==> config.mk <==
export PLATFORM = sky130hd
export DESIGN_NAME = tx_link_sequencer_flat
export DESIGN_NICKNAME = d
export VERILOG_FILES = /design/src/rtl/tx_link_if.sv /design/src/rtl/tx_link_sequencer.sv /design/src/flat_wrapper.sv
export SDC_FILE = /design/constraint.sdc
export NUM_CORES = 1
export LEC_CHECK = 0
export CAP_MARGIN = 40
export CORE_UTILIZATION = 50
export DETAILED_ROUTE_END_ITERATION = 16
export PLACE_DENSITY_LB_ADDON = 0.12
export SLEW_MARGIN = 20
export SYNTH_ARGS = -nofsm -noshare
export SYNTH_HDL_FRONTEND = slang
export SYNTH_SLANG_ARGS = --single-unit
==> constraint.sdc <==
create_clock -name i_Clk -period 2.41 [get_ports i_Clk]
set_input_delay 0.723 -clock i_Clk [delete_from_list [all_inputs] [get_ports i_Clk]]
set_output_delay 0.723 -clock i_Clk [all_outputs]
set_load 0.005 [all_outputs]
==> src/rtl/tx_link_if.sv <==
// Handshake and encoder-side signals of the transmit link sequencer.
// The slave modport is the sequencer's view; the master modport is the upstream/encoder side.
interface tx_link_if;
  logic [31:0] i_Data;
  logic        i_Valid;
  logic        o_Ready;
  logic [7:0]  o_Enc_Byte;
  logic        o_Enc_K;
  logic        o_Enc_Valid;
  logic [1:0]  o_Enc_RD;
  logic        i_Enc_Unbal;

  modport slave (
    input  i_Data, i_Valid, i_Enc_Unbal,
    output o_Ready, o_Enc_Byte, o_Enc_K, o_Enc_Valid, o_Enc_RD
  );

  modport master (
    output i_Data, i_Valid, i_Enc_Unbal,
    input  o_Ready, o_Enc_Byte, o_Enc_K, o_Enc_Valid, o_Enc_RD
  );
endinterface

==> src/rtl/tx_link_sequencer.sv <==
// 8b/10b transmit link sequencer: comma training, idle commas, byte-serial data
// with bounded comma spacing, and running-disparity ownership.
//
// state | meaning
// OFF   | link disabled, no symbols, RD held negative
// SYNC  | K28.5 training burst of SYNC_COUNT symbols
// IDLE  | link up, K28.5 comma each cycle, ready for a word
// DATA  | serialising the held word, LSB byte first
module tx_link_sequencer #(
  parameter int SYNC_COUNT     = 16,
  parameter int COMMA_INTERVAL = 16
) (
  input  logic       i_Clk,
  input  logic       i_Rst_L,
  input  logic       i_Link_En,
  tx_link_if.slave   link,
  output logic [1:0] o_State,
  output logic       o_Link_Up
);
  localparam int SW = $clog2(SYNC_COUNT + 1);
  localparam int CW = $clog2(COMMA_INTERVAL + 1);
  localparam logic [SW-1:0] SYNC_LAST = SW'(SYNC_COUNT);
  localparam logic [SW-1:0] SYNC_ONE  = SW'(1);
  localparam logic [CW-1:0] WORD_MAX  = CW'(COMMA_INTERVAL);
  localparam logic [CW-1:0] WORD_ONE  = CW'(1);
  localparam logic [7:0]    K28_5     = 8'hBC;
  localparam logic [1:0]    RD_NEG    = 2'b11;
  localparam logic [1:0]    RD_POS    = 2'b01;

  typedef enum logic [1:0] {
    ST_OFF  = 2'b00,
    ST_SYNC = 2'b01,
    ST_IDLE = 2'b10,
    ST_DATA = 2'b11
  } state_t;

  state_t        state;
  logic [SW-1:0] sync_cnt;
  logic [CW-1:0] word_cnt;
  logic [1:0]    byte_idx;
  logic [31:0]   word_reg;
  logic [7:0]    enc_byte;
  logic          enc_k;
  logic          enc_valid;
  logic [1:0]    enc_rd;
  logic          accept;

  // Ready is the only output allowed to see i_Link_En combinationally.
  assign link.o_Ready = i_Link_En &&
                        ((state == ST_IDLE) ||
                         (state == ST_DATA && byte_idx == 2'd3 && word_cnt < WORD_MAX));
  assign accept = link.i_Valid && link.o_Ready;

  always_ff @(posedge i_Clk) begin
    if (!i_Rst_L || !i_Link_En) begin
      state     <= ST_OFF;
      sync_cnt  <= '0;
      word_cnt  <= '0;
      byte_idx  <= '0;
      word_reg  <= '0;
      enc_byte  <= '0;
      enc_k     <= 1'b0;
      enc_valid <= 1'b0;
      enc_rd    <= RD_NEG;
    end else begin
      if (enc_valid && link.i_Enc_Unbal)
        enc_rd <= (enc_rd == RD_NEG) ? RD_POS : RD_NEG;
      case (state)
        ST_OFF: begin
          state     <= ST_SYNC;
          sync_cnt  <= SYNC_ONE;
          word_cnt  <= '0;
          enc_valid <= 1'b1;
          enc_k     <= 1'b1;
          enc_byte  <= K28_5;
        end
        ST_SYNC: begin
          word_cnt <= '0;
          if (sync_cnt >= SYNC_LAST)
            state <= ST_IDLE;
          else
            sync_cnt <= sync_cnt + SYNC_ONE;
        end
        ST_IDLE: begin
          if (accept) begin
            state    <= ST_DATA;
            word_reg <= link.i_Data;
            word_cnt <= WORD_ONE;
            byte_idx <= 2'd0;
            enc_byte <= link.i_Data[7:0];
            enc_k    <= 1'b0;
          end else begin
            word_cnt <= '0;
          end
        end
        ST_DATA: begin
          if (byte_idx != 2'd3) begin
            byte_idx <= byte_idx + 2'd1;
            enc_byte <= word_reg[{byte_idx + 2'd1, 3'b000} +: 8];
          end else if (accept) begin
            word_reg <= link.i_Data;
            byte_idx <= 2'd0;
            enc_byte <= link.i_Data[7:0];
            if (word_cnt < WORD_MAX)
              word_cnt <= word_cnt + WORD_ONE;
          end else begin
            state    <= ST_IDLE;
            enc_k    <= 1'b1;
            enc_byte <= K28_5;
          end
        end
        default: state <= ST_OFF;
      endcase
    end
  end

  assign link.o_Enc_Byte  = enc_byte;
  assign link.o_Enc_K     = enc_k;
  assign link.o_Enc_Valid = enc_valid;
  assign link.o_Enc_RD    = enc_rd;
  assign o_State          = state;
  assign o_Link_Up        = state[1];
endmodule

==> src/flat_wrapper.sv <==
// flat-port wrapper written by rule: the top's interface ports become plain ports
module tx_link_sequencer_flat 
#(
  parameter int SYNC_COUNT     = 16,
  parameter int COMMA_INTERVAL = 16
)
  (i_Clk, i_Rst_L, i_Link_En, o_State, o_Link_Up, link_i_Data, link_i_Valid, link_i_Enc_Unbal, link_o_Ready, link_o_Enc_Byte, link_o_Enc_K, link_o_Enc_Valid, link_o_Enc_RD);
  tx_link_if link_i ();
  input  logic i_Clk;
  input  logic i_Rst_L;
  input  logic i_Link_En;
  output logic [1:0] o_State;
  output logic o_Link_Up;
  input wire logic [$bits(link_i.i_Data)-1:0] link_i_Data;
  input wire logic [$bits(link_i.i_Valid)-1:0] link_i_Valid;
  input wire logic [$bits(link_i.i_Enc_Unbal)-1:0] link_i_Enc_Unbal;
  output wire logic [$bits(link_i.o_Ready)-1:0] link_o_Ready;
  output wire logic [$bits(link_i.o_Enc_Byte)-1:0] link_o_Enc_Byte;
  output wire logic [$bits(link_i.o_Enc_K)-1:0] link_o_Enc_K;
  output wire logic [$bits(link_i.o_Enc_Valid)-1:0] link_o_Enc_Valid;
  output wire logic [$bits(link_i.o_Enc_RD)-1:0] link_o_Enc_RD;
  assign link_i.i_Data = link_i_Data;
  assign link_i.i_Valid = link_i_Valid;
  assign link_i.i_Enc_Unbal = link_i_Enc_Unbal;
  assign link_o_Ready = link_i.o_Ready;
  assign link_o_Enc_Byte = link_i.o_Enc_Byte;
  assign link_o_Enc_K = link_i.o_Enc_K;
  assign link_o_Enc_Valid = link_i.o_Enc_Valid;
  assign link_o_Enc_RD = link_i.o_Enc_RD;
  tx_link_sequencer #(.SYNC_COUNT(SYNC_COUNT), .COMMA_INTERVAL(COMMA_INTERVAL)) u_core (.i_Clk(i_Clk), .i_Rst_L(i_Rst_L), .i_Link_En(i_Link_En), .link(link_i), .o_State(o_State), .o_Link_Up(o_Link_Up));
endmodule
==> out/metrics.cfg <==
[status]
status = complete, no violations

[flow_run]
maxCapViolCount = 0

[worst_setup_path]
cp.required_ns = 1.69
worstPathArrival_ns = 1.48
crit_fanout = 2
worstSetupPathType = primary input to output pin
r2r_slack_ns = 0.57
cp-end-kind = output pin
start_kind = primary input

[cells_and_area]
final_layout_size_suffix_gt1_frac = 0.118
diodes = 0
nFillCells = 401
flow.area_growth_from_synthesis_pct = 30.4
nets = 375
largest_reg_flops = 32
final_core_util = 0.676
seq_area_sq_um = 1140
multi_input_area_sq_um = 1170

[logic_synthesis]
synthTopCellsByCount = 73 x nand2_1, 57 x dfxtp_1, 41 x a21oi_1, 16 x nor2_1
synth_top_family_by_area = simple AND/OR/NAND/NOR gates
yosysTopAreaCell = dfxtp_1
synth-simple-area-share = 0.194
synth_area_sq_um = 2430
synth-xor-area-share = 0.0108
synth_mux_area_frac = 0.0828
synth-main-ff-cell = dfxtp_1
synthTopCellsByArea = dfxtp_1 47%, nand2_1 11%, a21oi_1 8.4%, mux4_2 7.4%, nor2_1 2.5%
postSynthCellCount = 280
synth-edff-count = 0
ys_ff_latch = 57
synth-compound-area-share = 0.174
synth_warnings = 0
synth_most_common_cell = nand2_1
syn_avg_cell_area_sq_um = 8.69
syn_nets = 320
seq_area_frac_synth = 0.469
synth_top_cell_area_share = 0.469
netlist-cell-type-count = 44
synthAdderAreaFrac = 0.0154
synth-async-reset-ratio = 0

[clocking]
cts_tree = done
post-cts-setup-buffers = 0
numCtsBuffers = 9
cts_buffer_depth = 2
clkTransAtPathRegs_ns = 0.06
cts_sinks = 57
htree_levels = 3
insertion_delay_ns = 0.33
cts_root_buf = clkbuf_8

[routing]
first_pass_iters = 4
vias = 2130
final_antenna_net_count = 0
viasPerCell = 5.41
drc_errors = 0
wl_microns = 5310
wire_per_inst_microns = 13.5
first_iter_violations = 144

[floorplan]
placementRows = 25
ios = 53
dieWidth_microns = 71.7
core_area_sq_um = 4690
die_h_microns = 71.7
initial_core_util = 0.518
die_area_sq_um = 5150

[min_path]
hp-class = flop to flop

[placement]
hpwl_microns = 3570
gp_congestion = 0.765
port_buffers = 51

[global_route]
antenna_found_initial = 0
grt_usage = 0.237
gr-total-overflow = 0
grt_max_degree = 44
first_global_vias = 2000
grt_pass1_wl_microns = 9340

[sta]
drv_slew = 0
min_period_over_period = 0.915
rsz0062_at_grt = no
period_minus_slack_ns = 2.21
fmax_mhz = 453
setup_viol = 0
final.setup_skew_ns = 0.00539
tns_ns = 0
hold_viol = 0

[pwr]
leakage_nw = 1.10
power_density_nw_per_um2 = 570
peakVddDrop_mv = 0.517

cell usage in the layout, fill, tap and decap left out, drive strengths merged, types with 2 or more instances in the layout:
master and count:
nand2 73, dfxtp 57, clkdlybuf4s50 49, a21oi 41, nor2 16, buf 12, clkbuf 12, mux4 8
o22ai 8, o21ai 8, a22oi 5, inv 5, clkinv 4, nand3 3, and3 3, ha 3
nor3 3, or3 2, nand4 2, xor2 2, a41oi 2, dlygate4sd2 2, and2 2, o211ai 2
timing repair:
action                                  in CTS  in global routing
resized for setup                            3                  0
endpoints found under the setup margin       1                  0
hold buffers                                 0                  0
hold endpoints to repair                     0                  0
logic make-up after synthesis:
group,Yosys count
buffers and inverters,24
adder cells (fa/ha/maj),3
AND/OR/NAND/NOR,110
XOR/XNOR,3
AO/OA/AOI/OAI,72
other,1
flip-flops,57
multiplexers,10
where the power goes:
part           leakage, nW  switching, mW  internal (mW)
registers            0.461        0.00593          0.951
logic                0.554         0.0450         0.0784
clock network       0.0839          0.361          0.366
total                 1.10          0.412           1.40
per-layer routing:
layer / up-vias / routed length (microns) / GRT usage
li1: 1081 / - / -
met1: 990 / 2430 / 0.319
met2: 52 / 2530 / 0.353
met3: 7 / 249 / 0.0647
met4: 0 / 89 / 0.111
met5: - / 0 / 0
per-stage QoR:
step                total power, mW  hold slack (ns)  std cells  instance area, sq um  setup WS [ns]
global route                   1.89            0.472        394                  3170          0.125
detailed placement             1.10            0.446        378                  3020         -0.291
global placement               1.10            0.440        378                  3020         -0.295
finish                         1.81            0.449        394                  3170          0.204
CTS                            1.83            0.454        394                  3170          0.198
floorplan                      1.01            0.433        280                  2430          0.654
worst paths after layout:
kind,depth (start not counted),startpoint,to
worst min-delay path,2,u_core.link.o_Enc_K$_SDFFE_PP0P_,u_core.link.o_Enc_K$_SDFFE_PP0P_
worst max register to register,5,u_core.byte_idx[1]$_SDFFE_PP0P_,u_core.link.o_Enc_Byte[3]$_SDFFE_PP0P_
worst min register to register,2,u_core.link.o_Enc_K$_SDFFE_PP0P_,u_core.link.o_Enc_K$_SDFFE_PP0P_
worst max-delay path,4,i_Link_En,link_o_Ready
layout make-up:
cell class | instances | share of cell area
Timing Repair Buffer | 63 | 0.196
Clock inverter | 4 | 0.00631
Clock buffer | 12 | 0.0426
Inverter | 5 | 0.00592
Multi-Input combinational cell | 199 | 0.368
Sequential cell | 57 | 0.360
Tap cell | 54 | 0.0213
worst max-delay path, stage by stage:
cell and delay, ns:
dlygate4sd2_1 0.25, and2_4 0.16, o21a_1 0.09, dlygate4sd2_1 0.26
(Power assumes the default switching activity.)
